$ cat config.mk
export PLATFORM = sky130hd
export DESIGN_NAME = mcu_tx_arbiter
export DESIGN_NICKNAME = d
export VERILOG_FILES = /design/src/rtl/mcu_pkg.sv /design/src/rtl/mcu_tx_prio_sel.sv /design/src/rtl/mcu_tx_arbiter.sv
export SDC_FILE = /design/constraint.sdc
export NUM_CORES = 1
export LEC_CHECK = 0
export BUFFER_PORTS_ARGS = -buffer_cell sky130_fd_sc_hd__clkbuf_2
export CAP_MARGIN = 30
export CORE_UTILIZATION = 35
export CTS_BUF_LIST = sky130_fd_sc_hd__clkbuf_4
export CTS_CLUSTER_DIAMETER = 50
export DETAILED_ROUTE_END_ITERATION = 7
export PLACE_DENSITY = 0.63
export SLEW_MARGIN = 20
export SYNTH_ARGS = -nofsm -noshare
export SYNTH_HDL_FRONTEND = slang
export SYNTH_SLANG_ARGS = --single-unit
$ cat constraint.sdc
create_clock -name clk -period 2.54 [get_ports clk]
set_input_delay 0.508 -clock clk [delete_from_list [all_inputs] [get_ports clk]]
set_output_delay 0.508 -clock clk [all_outputs]
set_load 0.05 [all_outputs]
$ cat src/rtl/mcu_pkg.sv
// Shared types and constants for the MCU UART transmit arbiter.
// Holds the FSM state encoding, frame opcodes and the frame length field width.
package mcu_pkg;

  localparam int LEN_W = 5;

  typedef enum logic [2:0] {
    ST_IDLE,
    ST_ARB,
    ST_SEND,
    ST_WAIT,
    ST_FIN,
    ST_GAP
  } mcu_state_e;

  localparam logic [7:0] OP_STAGE    = 8'h20;
  localparam logic [7:0] OP_VERSION  = 8'h30;
  localparam logic [7:0] OP_IP       = 8'h40;
  localparam logic [7:0] OP_STATUS   = 8'h50;
  localparam logic [7:0] OP_POWER_ON = 8'h60;

  function automatic logic [LEN_W-1:0] clamp_len(input logic [LEN_W-1:0] len,
                                                 input int unsigned max_len);
    if (32'(len) > max_len) return LEN_W'(max_len);
    return len;
  endfunction

endpackage

$ cat src/rtl/mcu_tx_prio_sel.sv
// Combinational requester selector: searches req starting one past i_ptr (wrapping).
// A fixed pointer of NUM_REQ-1 gives plain lowest-index-wins priority.
module mcu_tx_prio_sel #(
  parameter int NUM_REQ = 4,
  localparam int IDXW = $clog2(NUM_REQ)
) (
  input  logic [NUM_REQ-1:0] i_req,
  input  logic [IDXW-1:0]    i_ptr,
  output logic [IDXW-1:0]    o_sel,
  output logic               o_vld
);

  always_comb begin
    int k;
    k     = 0;
    o_sel = '0;
    o_vld = 1'b0;
    for (int i = 0; i < NUM_REQ; i++) begin
      k = (int'(i_ptr) + 1 + i) % NUM_REQ;
      if (!o_vld && i_req[k]) begin
        o_vld = 1'b1;
        o_sel = IDXW'(k);
      end
    end
  end

endmodule

$ cat src/rtl/mcu_tx_arbiter.sv
// Shares the MCU UART transmitter between frame producers: grant, stream bytes, gap.
// Define MCU_TX_RR_EN for round-robin arbitration; default build is fixed priority.
// IDLE wait for req | ARB latch winner/len | SEND strobe byte | WAIT byte done or watchdog
// FIN done pulse, drop grant | GAP inter-frame idle countdown
module mcu_tx_arbiter
  import mcu_pkg::*;
#(
  parameter int NUM_REQ        = 4,
  parameter int MAX_LEN        = 17,
  parameter int GAP_CYCLES     = 6400,
  parameter int TIMEOUT_CYCLES = 131072
) (
  input  logic                     clk,
  input  logic                     rst,
  input  logic [NUM_REQ-1:0]       req,
  input  logic [NUM_REQ*LEN_W-1:0] req_len,
  input  logic [NUM_REQ*8-1:0]     req_data,
  output logic [LEN_W-1:0]         byte_idx,
  output logic [NUM_REQ-1:0]       gnt,
  output logic [NUM_REQ-1:0]       done,
  output logic                     uart_tx_dv,
  output logic [7:0]               uart_tx_byte,
  input  logic                     uart_tx_done,
  output logic                     busy,
  output logic                     timeout_err
);

  localparam int IDXW  = $clog2(NUM_REQ);
  localparam int WD_W  = $clog2(TIMEOUT_CYCLES + 1);
  localparam int GAP_W = $clog2(GAP_CYCLES + 1);

  mcu_state_e         r_state, w_state_nxt;
  logic [NUM_REQ-1:0] r_gnt, w_gnt_nxt;
  logic [NUM_REQ-1:0] r_done, w_done_nxt;
  logic               r_dv, w_dv_nxt;
  logic [7:0]         r_byte, w_byte_nxt;
  logic [LEN_W-1:0]   r_idx, w_idx_nxt;
  logic [LEN_W-1:0]   r_len, w_len_nxt;
  logic [IDXW-1:0]    r_win, w_win_nxt;
  logic [WD_W-1:0]    r_wdog, w_wdog_nxt;
  logic [GAP_W-1:0]   r_gap, w_gap_nxt;
  logic               r_terr, w_terr_nxt;

  logic [IDXW-1:0]    w_ptr;
  logic [IDXW-1:0]    w_sel;
  logic               w_sel_vld;
  logic [LEN_W-1:0]   w_sel_len;
  logic [7:0]         w_req_byte;
  logic [LEN_W-1:0]   w_idx_inc;
  logic [WD_W-1:0]    w_wdog_inc;

`ifdef MCU_TX_RR_EN
  logic [IDXW-1:0] r_ptr;

  // Pointer starts at the last index so requester 0 wins first after reset.
  always_ff @(posedge clk) begin
    if (rst) r_ptr <= IDXW'(NUM_REQ - 1);
    else if (r_state == ST_ARB && w_sel_vld) r_ptr <= w_sel;
  end

  assign w_ptr = r_ptr;
`else
  assign w_ptr = IDXW'(NUM_REQ - 1);
`endif

  mcu_tx_prio_sel #(.NUM_REQ(NUM_REQ)) u_sel (
    .i_req (req),
    .i_ptr (w_ptr),
    .o_sel (w_sel),
    .o_vld (w_sel_vld)
  );

  assign w_sel_len  = req_len[w_sel*LEN_W +: LEN_W];
  assign w_req_byte = req_data[r_win*8 +: 8];
  assign w_idx_inc  = r_idx + 1'b1;
  assign w_wdog_inc = (r_wdog == WD_W'(TIMEOUT_CYCLES)) ? r_wdog : r_wdog + 1'b1;

  always_comb begin
    w_state_nxt = r_state;
    w_gnt_nxt   = r_gnt;
    w_done_nxt  = '0;
    w_dv_nxt    = 1'b0;
    w_byte_nxt  = r_byte;
    w_idx_nxt   = r_idx;
    w_len_nxt   = r_len;
    w_win_nxt   = r_win;
    w_wdog_nxt  = r_wdog;
    w_gap_nxt   = r_gap;
    w_terr_nxt  = 1'b0;
    case (r_state)
      ST_IDLE: if (|req) w_state_nxt = ST_ARB;
      ST_ARB: begin
        // A request can vanish between IDLE and ARB; fall back rather than grant nobody.
        if (w_sel_vld) begin
          w_win_nxt   = w_sel;
          w_gnt_nxt   = NUM_REQ'(1) << w_sel;
          w_idx_nxt   = '0;
          w_len_nxt   = clamp_len(w_sel_len, MAX_LEN);
          w_state_nxt = (w_len_nxt == '0) ? ST_FIN : ST_SEND;
        end else begin
          w_state_nxt = ST_IDLE;
        end
      end
      ST_SEND: begin
        w_byte_nxt  = w_req_byte;
        w_dv_nxt    = 1'b1;
        w_wdog_nxt  = '0;
        w_state_nxt = ST_WAIT;
      end
      ST_WAIT: begin
        if (uart_tx_done) begin
          w_idx_nxt   = w_idx_inc;
          w_state_nxt = (w_idx_inc == r_len) ? ST_FIN : ST_SEND;
        end else begin
          w_wdog_nxt = w_wdog_inc;
          if (w_wdog_inc == WD_W'(TIMEOUT_CYCLES)) begin
            w_terr_nxt  = 1'b1;
            w_state_nxt = ST_FIN;
          end
        end
      end
      ST_FIN: begin
        w_done_nxt  = r_gnt;
        w_gnt_nxt   = '0;
        w_idx_nxt   = '0;
        w_gap_nxt   = GAP_W'(GAP_CYCLES - 1);
        w_state_nxt = ST_GAP;
      end
      ST_GAP: begin
        if (r_gap == '0) w_state_nxt = ST_IDLE;
        else w_gap_nxt = r_gap - 1'b1;
      end
      default: w_state_nxt = ST_IDLE;
    endcase
  end

  always_ff @(posedge clk) begin
    if (rst) begin
      r_state <= ST_IDLE;
      r_gnt   <= '0;
      r_done  <= '0;
      r_dv    <= 1'b0;
      r_byte  <= '0;
      r_idx   <= '0;
      r_len   <= '0;
      r_win   <= '0;
      r_wdog  <= '0;
      r_gap   <= '0;
      r_terr  <= 1'b0;
    end else begin
      r_state <= w_state_nxt;
      r_gnt   <= w_gnt_nxt;
      r_done  <= w_done_nxt;
      r_dv    <= w_dv_nxt;
      r_byte  <= w_byte_nxt;
      r_idx   <= w_idx_nxt;
      r_len   <= w_len_nxt;
      r_win   <= w_win_nxt;
      r_wdog  <= w_wdog_nxt;
      r_gap   <= w_gap_nxt;
      r_terr  <= w_terr_nxt;
    end
  end

  assign byte_idx     = r_idx;
  assign gnt          = r_gnt;
  assign done         = r_done;
  assign uart_tx_dv   = r_dv;
  assign uart_tx_byte = r_byte;
  assign busy         = (r_state != ST_IDLE);
  assign timeout_err  = r_terr;

endmodule
* Word-level counts from Yosys, hierarchy flattened
Cells that the tools add are included.
Word-level totals: flip-flop bits (word level) 64, latch bits 0, memory bits (writable) 0, bits in read-only memories 0, input bits 59, output and inout port bits 24, memories kept 0
Operators by class: add/sub/neg operators 3, $mul 1, div/mod/pow operators 0, order comparisons 1, equality and inequality tests 15, shifts and indexed selects 3, muxes and demuxes 34, bitwise operators 2, reduce and logical (&&, ||, !) cells 23
Operators by type and width (count):
- $eq 18x18->1 const B | 2
- $mux 18 | 2
- $pmux 18 s2 | 1
- $shiftx 32x6->8 | 1
- $mux 5 | 6
- $pmux 13 s2 | 1
- $mux 3 | 7
- $shiftx 20x6->5 | 1
- $add 18x1->18 const B | 1
- $pmux 3 s6 | 1
- $pmux 5 s3 | 1
- $logic_not 13->1 | 1
- $mux 13 | 1
- $sub 13x1->13 const B | 1
- $mux 1 | 10
- $ne 2x2->1 const B | 5
- $pmux 4 s2 | 1
- $reduce_and 2->1 | 4
- $eq 3x2->1 const B | 2
- $eq 3x3->1 const B | 2
- $reduce_and 3->1 | 2
- $reduce_bool 2->1 | 3
- $reduce_bool 3->1 | 2
- $add 5x1->5 const B | 1
- 17 further kinds | 23

* Depth between registers and ports, before layout
Gate-level depths: netlist of run 1.
word-level depth 23, depth in mapped cells 9, gate-level depth less buffers 8

* By module
Synthesis of run 1 repeated with hierarchy kept, for this count alone.
Unflattened totals: cells, all modules 465, area total of the unflattened synthesis 3777.4 um2
Modules (own cells, without submodules):
- mcu_tx_arbiter | instances 1, cells an instance 451, area an instance 3686.0 um2
- mcu_tx_prio_sel | instances 1, cells an instance 14, area an instance 91.3 um2

* Worst setup path before layout of run 1
Ideal clock, no wire load.
kind register to register, start point reg r_wdog[4], end point reg r_state[1], library setup time 132 ps, arrival time 2030 ps, slack 378 ps, stages on the path, launching flop included 9, buffers on the path 2, period minus slack after synthesis 2162 ps, cells stage by stage dfxtp_1 buf_6 and4_4 buf_6 nand4_1 xnor2_1 or4_4 nor4_4 o22ai_1
Between the ends: cells in the longest elaborated chain, start to end 5, elaborated cells on any way between the ends 6
RTL lines:
- start: declaration | RTL line mcu_tx_arbiter.sv:40 | logic [WD_W-1:0] r_wdog, w_wdog_nxt;
- start signal: assignment | RTL line mcu_tx_arbiter.sv:159 | r_wdog <= w_wdog_nxt;
- $add 18x1->18 or $eq 18x18->1 (tied branches) | RTL line mcu_tx_arbiter.sv:76 | assign w_wdog_inc = (r_wdog == WD_W'(TIMEOUT_CYCLES)) ? r_wdog : r_wdog + 1'b1;
- $mux 18 * | RTL line mcu_tx_arbiter.sv:76
- $eq 18x18->1 * | RTL line mcu_tx_arbiter.sv:116 | if (w_wdog_inc == WD_W'(TIMEOUT_CYCLES)) begin
- $ne 3x3->1 (no line) *
- $reduce_and 3->1 (no line) *
- end signal: assignment | RTL line mcu_tx_arbiter.sv:151 | r_state <= w_state_nxt;
- end: declaration | RTL line mcu_tx_arbiter.sv:32 | mcu_state_e r_state, w_state_nxt;
Mark *: on every way between the ends. The rest lies on a longest branch, timed or not. A chain may end at the register's enable or synchronous reset.

* Worst setup path after layout of run 1
start point reg r_wdog[0], end point reg r_state[1]
The elaborated chain is that of the path after synthesis.

==> results of run 1 <==
-- cell type report --
class | count | area, µm² | share of cell area [%]
tap | 140 | 175 | 3.83
timing repair buffer | 102 | 561 | 12.3
clock buffer | 10 | 75.1 | 1.64
multi-input combinational | 379 | 2370 | 51.9
clock inverter | 6 | 60.1 | 1.31
sequential | 64 | 1280 | 28.0
inverter | 12 | 45.0 | 0.986
-- registers in the layout, summed over array words and instances, names as in the netlist --
name and count:
timeout_err 1, uart_tx_byte 8, r_state 3, r_wdog 18, r_win 2, done 4
byte_idx 5, r_gap 13, gnt 4, r_len 5, uart_tx_dv 1
-- per-layer routing --
| metal | wire length, µm | share of wire, % | vias up |
|---|---|---|---|
| met5 | 0 | 0 | - |
| met4 | 106 | 1.1 | 0 |
| met3 | 572 | 5.9 | 11 |
| met2 | 4410 | 45 | 136 |
| met1 | 4640 | 48 | 1809 |
| li1 | - | - | 1945 |
-- cell usage after synthesis (all sizes together), types with 9 or more instances --
library cell  count  area (µm²)
dfxtp            64        1280
nor2             58         218
a21oi            52         260
nand2            44         168
clkbuf           22         103
nor3             21         105
o21ai            21         105
nand3            17        90.1
xnor2            15         131
buf              13         115
inv              12        45.0
nor2b            12        75.1
nand4             9        56.3
-- metrics by stage --
step | cell area [µm²] | total power, mW
after global placement | 4430 | 1.64
after global routing | 4570 | 2.44
after CTS | 4570 | 2.35
final | 4570 | 2.32
after floorplan | 3920 | 1.49
after detailed placement | 4430 | 1.65
-- kinds of logic after synthesis --
kind of cell | Yosys count
DFF | 64
buffers and inverters | 47
muxes | 9
AOI/OAI and AO/OA | 126
and+or+nand+nor | 219
adders and majority gates | 4
xor gates and xnor gates | 21
-- cells in the final DEF (no fill, tap or decap), types with 4 or more instances in the layout --
cell and instances:
or3_1 8, clkbuf_4 10, a311oi_1 6, and2_1 4, inv_1 12, nor3b_1 7
a31oi_1 6, nor4_1 6, a22oi_1 5, ha_1 4, o21ai_0 20, clkbuf_2 82
nand3b_1 5, nand2_1 43, a21oi_1 52, and3_1 5, nor2b_1 12, nor3_1 21
mux4_2 8, a211oi_1 8, buf_4 20, dfxtp_1 64, nand4_1 9, nor2_1 58
nand3_1 16, or4_1 4, xnor2_1 15, xor2_1 6
-- power by group --
part | total [mW] | switching, mW | internal [mW]
combinational | 0.521 | 0.308 | 0.213
clock | 0.690 | 0.384 | 0.306
sequential | 1.10 | 0.0549 | 1.05
total | 2.32 | 0.747 | 1.57
-- path summary, 6_finish.rpt --
check / to / slack [ns] / start / cells after the start
setup / recovery: r_state[1]$_SDFFE_PP0P_ / 0.19 / r_wdog[0]$_SDFFE_PP0P_ / 6
hold / removal: gnt[0]$_SDFFE_PP0P_ / 0.45 / req[0] / 3
setup reg to reg: r_state[1]$_SDFFE_PP0P_ / 0.19 / r_wdog[0]$_SDFFE_PP0P_ / 6
hold reg to reg: uart_tx_byte[6]$_SDFFE_PP0P_ / 0.46 / uart_tx_byte[6]$_SDFFE_PP0P_ / 2
-- critical path: stages (launching register included) --
cell     delay [ns]
dfxtp_1        0.48
ha_1           0.38
and2_4         0.24
a31oi_1        0.09
or4_4          0.55
nor4_4         0.35
o22ai_1        0.12
==> results.json, run 1 <==
{
  "io_buffer_count": 82,
  "post-place-ws_ns": 0.222,
  "path_max_fanout": 9,
  "drtAntennaViolNets": 0,
  "synth_cells": 490,
  "met3_usage_pct": 3.27,
  "yosysUniqueCellTypes": 67,
  "place.gp.congestion": 0.927,
  "die_width_um": 108,
  "ys.flop_type": "dfxtp_1",
  "synth_top_family_by_area": "simple AND/OR/NAND/NOR gates",
  "rsz0062_at_grt": "no",
  "grt_pass1_vias": 3549,
  "yosys.area_share.simple_pct": 29.6,
  "ys_warn_count": 0,
  "hold_class": "in2reg",
  "wl_per_cell_um": 13.6,
  "htree_levels": 3,
  "globalRouteTotalUtil_pct": 17.7,
  "grt_remaining_overflow": 0,
  "tightest_slew_ns": 0.718,
  "area_delta_synth_final_pct": 16.7,
  "first_pass_iters": 5,
  "slew_viol_final": 0,
  "synth_compound_area_share_pct": 20.2,
  "synthAdderAreaFrac_pct": 1.28,
  "cts_buffer_depth": 2,
  "critPathArrivalTime_ns": 2.64,
  "gr-usage-met2_pct": 28.2,
  "cts_root_buf": "clkbuf_4",
  "synth_nets": 553,
  "fin_util_pct": 42.0,
  "synth_area_um2": 3920,
  "clock_latency_ns": 0.42,
  "vias": 3901,
  "fin_nets": 631,
  "vias_per_cell": 5.47,
  "critPathLaunchType": "flip-flop",
  "drive_gt1_share_pct": 23.7,
  "finClkSkew_ns": 0.00739,
  "p_per_area_nw_per_um2": 507,
  "grt-busiest-layer": "met2",
  "yosysSeqAreaShare_pct": 32.7,
  "crit_path_end_kind": "flip-flop",
  "cts_setup_buffers": 0,
  "clkTransAtPathRegs_ns": 0.11,
  "diodes": 0,
  "synth_edf_count": 0,
  "rows": 38,
  "fin_crit_sh_pct": 92.5,
  "antenna_found_initial": 0,
  "syn_avg_cell_area_um2": 7.99,
  "hold_violations": 0,
  "cts_hold_buf": 0,
  "grt_max_degree": 35,
  "die_h_um": 108,
  "drv_cap": 0,
  "route.detailed.drc": 0,
  "cts.repair.resized": 0,
  "holdWs_ns": 0.445,
  "critPathKind": "reg2reg",
  "filler_cell_count": 1072,
  "io_pins": 83,
  "initial_core_util_pct": 36.0,
  "p_leak_nw": 1.78,
  "grt_pass1_wl_mm": 16.4,
  "vdd_drop_max_mv": 0.286,
  "cts-buffers-inserted": 9,
  "synth_mux_area_share_pct": 4.86,
  "core_um2": 10900,
  "finalSetupViolations": 0,
  "fmax_ghz": 0.426,
  "wirelength_mm": 9.73,
  "worstPathRequired_ns": 2.83,
  "status": "complete, no violations",
  "synthXorXnorAreaFrac_pct": 4.70,
  "dpl.hpwl_mm": 7.34,
  "final_cell_count_no_fill": 713,
  "slew_headroom_pct": 52.1,
  "dp_cells": 697,
  "async_reset_ff_share_pct": 0,
  "grt_use_met1_pct": 23.5,
  "fin_crit_ns": 2.35,
  "cts_tree": "built",
  "synth_seq_cells": 64,
  "tns_ns": 0,
  "drt_iter0_markers": 218,
  "cts_sinks": 64,
  "dieArea_um2": 11600,
  "setup_ws_ns": 0.191
}
(Power assumes the default switching activity.)
==> inputs of run 2 (changes only) <==
==> constraint.sdc (replaced) <==
create_clock -name clk -period 2.54 [get_ports clk]
set_input_delay 0.762 -clock clk [delete_from_list [all_inputs] [get_ports clk]]
set_output_delay 0.762 -clock clk [all_outputs]
set_load 0.05 [all_outputs]
==> run 2 against run 1 <==
Clock skew grew 0.011 ns. Final area increased by 0.58%. Critical path depth did not move. Critical path type unchanged. Largest power group unchanged.
==> results.json, run 2 (synthesis results as in run 1) <==
{
  "die_width_um": 108,
  "grt_remaining_overflow": 0,
  "cts-buffers-inserted": 9,
  "crit_path_end_kind": "flip-flop",
  "rsz0062_at_grt": "no",
  "final_cell_count_no_fill": 714,
  "fin_nets": 632,
  "grt_pass1_wl_mm": 17.0,
  "status": "complete, no violations",
  "place.gp.congestion": 0.962,
  "critPathKind": "reg2reg",
  "drt_iter0_markers": 299,
  "path_max_fanout": 9,
  "cts_sinks": 64,
  "fin_crit_ns": 2.39,
  "slew_viol_final": 0,
  "diodes": 0,
  "cts_setup_buffers": 0,
  "cts_root_buf": "clkbuf_4",
  "wl_per_cell_um": 14.6,
  "core_um2": 10900,
  "power_frac_seq_pct": 46.8,
  "drv_cap": 0,
  "drive_gt1_share_pct": 24.2,
  "dp_cells": 698,
  "hold_depth": 2,
  "finClkSkew_ns": 0.0182,
  "r2r_start": "r_wdog[7]$_SDFFE_PP0P_",
  "p_leak_nw": 1.80,
  "hold_violations": 0,
  "fin_crit_sh_pct": 94.0,
  "p_comb_share_pct": 22.5,
  "intPower_mw": 1.59,
  "hold_class": "reg2reg",
  "rows": 38,
  "antenna_found_initial": 0,
  "io_pins": 83,
  "critPathArrivalTime_ns": 2.67,
  "clock_latency_ns": 0.43,
  "route.detailed.drc": 0,
  "cts_buffer_depth": 2,
  "dieArea_um2": 11600,
  "layout_common_cells": "clkbuf_2, dfxtp_1, nor2_1",
  "crit_path_top_delay_cell": "or4_4",
  "reg2reg_depth": 6,
  "filler_cell_count": 1059,
  "final_common_cell": "clkbuf_2",
  "p_clk_share_pct": 30.7,
  "vias": 3972,
  "grt_max_degree": 33,
  "top_register": "r_wdog",
  "path_cells": "and4_1, nand4_1, xnor2_1, or4_4, nor4_4, o22ai_1",
  "r2r_setup_slack_ns": 0.15,
  "hold_start": "uart_tx_byte[0]$_SDFFE_PP0P_",
  "die_h_um": 108,
  "cts_tree": "built",
  "globalRouteTotalUtil_pct": 18.4,
  "critPathLaunchType": "flip-flop",
  "tns_ns": 0,
  "cpPeakStageDelay_ns": 0.57,
  "worstPathRequired_ns": 2.82,
  "hold_path_end": "uart_tx_byte[0]$_SDFFE_PP0P_",
  "p_sw_share_pct": 32.8,
  "multiInputGateArea_um2": 2370,
  "dpl.hpwl_mm": 7.62,
  "htree_levels": 3,
  "worstReg2RegEnd": "r_state[1]$_SDFFE_PP0P_",
  "register_area_um2": 1280,
  "holdWs_ns": 0.459,
  "vdd_drop_max_mv": 0.268,
  "switchingPower_mw": 0.774,
  "first_pass_iters": 5,
  "p_total_mw": 2.36,
  "grt_pass1_vias": 3574,
  "io_buffer_count": 82,
  "slew_headroom_pct": 49.2,
  "largest_reg_flops": 18,
  "vias_per_cell": 5.56,
  "area_delta_synth_final_pct": 17.3,
  "initial_core_util_pct": 36.0,
  "fmax_ghz": 0.419,
  "tightest_slew_ns": 0.763,
  "p_per_area_nw_per_um2": 514,
  "finalSetupViolations": 0,
  "drtAntennaViolNets": 0,
  "clkTransAtPathRegs_ns": 0.10,
  "wirelength_mm": 10.5
}
[run 2: area by class of cell]
| class | count | area share, % |
|---|---|---|
| flip-flops and latches | 64 | 27.9 |
| clock inverters | 5 | 1.25 |
| clock buffers | 11 | 1.80 |
| multi-input cells | 379 | 51.6 |
| inverters | 12 | 0.980 |
| repair buffers | 103 | 12.6 |
| well taps | 140 | 3.81 |
[run 2: how the worst max path moves through the flow]
stage,start,to,slack (ns),cells past startpoint
CTS,r_wdog[0]$_SDFFE_PP0P_,r_state[1]$_SDFFE_PP0P_,0.08,6
floorplan,req[0],byte_idx[2]$_SDFFE_PP0P_,0.25,8
global route,r_wdog[7]$_SDFFE_PP0P_,r_state[1]$_SDFFE_PP0P_,0.02,6
detailed placement,r_wdog[0]$_SDFFE_PP0P_,r_state[1]$_SDFFE_PP0P_,0.10,6
finish,r_wdog[7]$_SDFFE_PP0P_,r_state[1]$_SDFFE_PP0P_,0.15,6
global placement,req[1],r_state[1]$_SDFFE_PP0P_,0.19,7
[run 2: per-layer routing]
| layer | wire length [µm] | track usage, % |
|---|---|---|
| met5 | 0 | 0 |
| met4 | 180 | 6.75 |
| met3 | 647 | 3.93 |
| met2 | 4760 | 29.5 |
| met1 | 4860 | 24.0 |
[run 2: power by group through the flow]
stage	Combinational, mW	Sequential (mW)	Clock (mW)
2_1_floorplan	0.337	1.16	0
3_3_place_gp	0.522	1.13	0
3_5_place_dp	0.526	1.13	0
4_1_cts	0.529	1.11	0.735
5_1_grt	0.581	1.11	0.784
6_report	0.531	1.11	0.726
[run 2: critical path: cells and delay by family (launching register included)]
family,cells,cell delay (ns)
simple gates,4,1.42
flops,1,0.53
xor+xnor,1,0.17
compound gates,1,0.13
[run 2: what timing repair did]
action,4_1_cts,5_1_grt
hold endpoints to repair,0,0
resized for setup,0,1
setup endpoints to repair,0,3
hold buffers,0,0
[run 2: stage by stage]
stage / setup WS (ns) / util, % / area, µm²
floorplan: 0.252 / - / 3920
global placement: 0.185 / 40.9 / 4450
global route: 0.0162 / 42.2 / 4600
detailed placement: 0.105 / 40.9 / 4450
finish: 0.153 / 42.2 / 4600
CTS: 0.0805 / 42.2 / 4590
==> inputs of run 3 (changes only) <==
--- a/config.mk
+++ b/config.mk
@@ -5,13 +5,15 @@
 export SDC_FILE = /design/constraint.sdc
 export NUM_CORES = 1
 export LEC_CHECK = 0
+export ABC_AREA = 1
 export BUFFER_PORTS_ARGS = -buffer_cell sky130_fd_sc_hd__clkbuf_2
 export CAP_MARGIN = 30
 export CORE_UTILIZATION = 35
 export CTS_BUF_LIST = sky130_fd_sc_hd__clkbuf_4
 export CTS_CLUSTER_DIAMETER = 50
 export DETAILED_ROUTE_END_ITERATION = 7
-export PLACE_DENSITY = 0.63
+export HOLD_SLACK_MARGIN = 0.15
+export PLACE_DENSITY = 0.64
 export SLEW_MARGIN = 20
 export SYNTH_ARGS = -nofsm -noshare
 export SYNTH_HDL_FRONTEND = slang
==> run 3 against run 2 <==
Final area fell by 3.1%. Wire length fell by 6.0%. Combinational power fell by 11%. Fmax rose by 10%. First-iteration DRC count fell by 62%. Core utilization rose by 0.93 points. Via count fell by 1.3%. Clock-buffer cell count fell by 1. Clock skew fell by 0.0072 ns. Clock power fell by 5.2%. Critical path depth rose by 7. Largest cell class unchanged. Highest routed layer unchanged.
==> results.json, run 3 <==
{
  "area_delta_synth_final_pct": 19.1,
  "post-place-ws_ns": 0.203,
  "die_width_um": 105,
  "drt_iter0_markers": 115,
  "initial_core_util_pct": 36.2,
  "top_register": "r_wdog",
  "synth_most_common_cell": "nand2_1",
  "register_area_um2": 1280,
  "cts_sinks": 64,
  "synth_cells": 568,
  "route.detailed.drc": 0,
  "p_total_mw": 2.27,
  "crit_path_top_delay_cell": "dfxtp_1",
  "synth_seq_cells": 64,
  "vias_per_cell": 4.93,
  "clkTransAtPathRegs_ns": 0.11,
  "crit_path_end_kind": "flip-flop",
  "p_leak_nw": 1.99,
  "drive_gt1_share_pct": 20.2,
  "rows": 37,
  "ys.flop_type": "dfxtp_1",
  "hold_violations": 0,
  "yosysSeqAreaShare_pct": 34.3,
  "worstPathRequired_ns": 2.88,
  "synth_top_cell_by_area": "dfxtp_1",
  "clock_latency_ns": 0.43,
  "critPathLaunchType": "flip-flop",
  "fin_util_pct": 43.1,
  "critPathArrivalTime_ns": 2.50,
  "yosysUniqueCellTypes": 37,
  "multiInputGateArea_um2": 2160,
  "cts.repair.resized": 0,
  "grt_max_degree": 28,
  "hold_class": "reg2reg",
  "cts_hold_buf": 0,
  "path_cells": "ha_1, nand2_1, nor2_4, xnor2_1, nand2_1, nor2_1, nand2_1, nor2_1, nand2_1, nand2_2, nand3_1, nand2_1, inv_1",
  "grt_remaining_overflow": 0,
  "fin_crit_ns": 2.16,
  "status": "complete, no violations",
  "p_per_area_nw_per_um2": 510,
  "grt_pass1_vias": 3631,
  "final_cell_area_um2": 4450,
  "layout_common_cells": "nand2_1, clkbuf_2, nor2_1",
  "postPlaceCellArea_um2": 4320,
  "finalSetupViolations": 0,
  "cts_root_buf": "clkbuf_4",
  "first_pass_iters": 4,
  "tns_ns": 0,
  "holdWs_ns": 0.465,
  "synthTopCellsByArea": "dfxtp_1, nand2_1, nor2_1",
  "cts_setup_buffers": 0,
  "ys_top_cells_by_count": "nand2_1, nor2_1, inv_1, dfxtp_1, nand3_1",
  "wl_per_cell_um": 12.3,
  "fin_nets": 718,
  "filler_cell_count": 1082,
  "globalRouteTotalUtil_pct": 18.9,
  "vdd_drop_max_mv": 0.383,
  "place.gp.congestion": 0.895,
  "fmax_ghz": 0.463,
  "synth_edf_count": 0,
  "async_reset_ff_share_pct": 0,
  "htree_levels": 3,
  "final_cell_count_no_fill": 796,
  "finClkSkew_ns": 0.0110,
  "syn_avg_cell_area_um2": 6.58,
  "diodes": 0,
  "antenna_found_initial": 0,
  "cts-buffers-inserted": 9,
  "synth_area_um2": 3740,
  "path_max_fanout": 8,
  "slew_headroom_pct": 53.1,
  "wirelength_mm": 9.82,
  "fin_crit_sh_pct": 85.1,
  "dp_cells": 780,
  "die_h_um": 105,
  "synth_nets": 631,
  "crit_top_cell": "nand2_1",
  "io_pins": 83,
  "dpl.hpwl_mm": 7.78,
  "core_um2": 10300,
  "ys_warn_count": 0,
  "critPathKind": "reg2reg",
  "cpPeakStageDelay_ns": 0.51,
  "dieArea_um2": 11100,
  "vias": 3922,
  "final_common_cell": "nand2_1",
  "io_buffer_count": 82,
  "largest_reg_flops": 18,
  "grt_pass1_wl_mm": 16.8,
  "cts_buffer_depth": 2,
  "drtAntennaViolNets": 0,
  "synth_top_area_share_pct": 34.3,
  "setup_ws_ns": 0.379,
  "cts_tree": "built",
  "rsz0062_at_grt": "no",
  "slew_viol_final": 0,
  "drv_cap": 0,
  "tightest_slew_ns": 0.702
}
run 3: final cells by class:
cell class / count / area share (%)
Inverter: 68 / 5.73
Tap cell: 136 / 3.82
Timing Repair Buffer: 88 / 10.2
Multi-Input combinational cell: 424 / 48.4
Clock buffer: 10 / 1.69
Clock inverter: 6 / 1.35
Sequential cell: 64 / 28.8
run 3: cells by family (layout without fill, tap and decap cells):
logic type,Yosys count,after routing,share of synthesized area (%)
and+or+nand+nor,306,306,36.7
buffers and inverters,80,172,8.17
muxes,8,8,2.14
AOI/OAI and AO/OA,93,93,14.3
adders and majority gates,4,4,1.34
DFF,64,64,34.3
xor gates and xnor gates,13,13,3.05
run 3: worst paths after layout:
path	from	to	slack (ns)	depth (start not counted)
hold reg to reg	gnt[3]$_SDFFE_PP0P_	done[3]$_SDFF_PP0_	0.46	2
hold / removal	gnt[3]$_SDFFE_PP0P_	done[3]$_SDFF_PP0_	0.46	2
setup reg to reg	r_wdog[0]$_SDFFE_PP0P_	r_state[0]$_SDFFE_PP0P_	0.38	13
setup / recovery	r_wdog[0]$_SDFFE_PP0P_	r_state[0]$_SDFFE_PP0P_	0.38	13
run 3: per-layer routing:
layer  vias up  routed length, µm  GRT usage [%]
met5         -                  0              0
met4         0                133           6.04
met3        13                556           5.88
met2        96               4620           30.6
met1      1764               4510           23.7
li1       2049                  -              -
run 3: critical path: cells and delay by family, from the launching register on:
kind | cells | cell delay, ns
adder cells (fa/ha/maj) | 1 | 0.24
AND/OR/NAND/NOR | 10 | 1.13
buffers and inverters | 1 | 0.03
flip-flops | 1 | 0.51
XOR/XNOR | 1 | 0.16
run 3: where the power goes:
group | switching (mW) | leakage [nW] | internal [mW]
registers | 0.0537 | 0.519 | 1.05
clock network | 0.383 | 0.0738 | 0.306
logic | 0.313 | 1.40 | 0.162
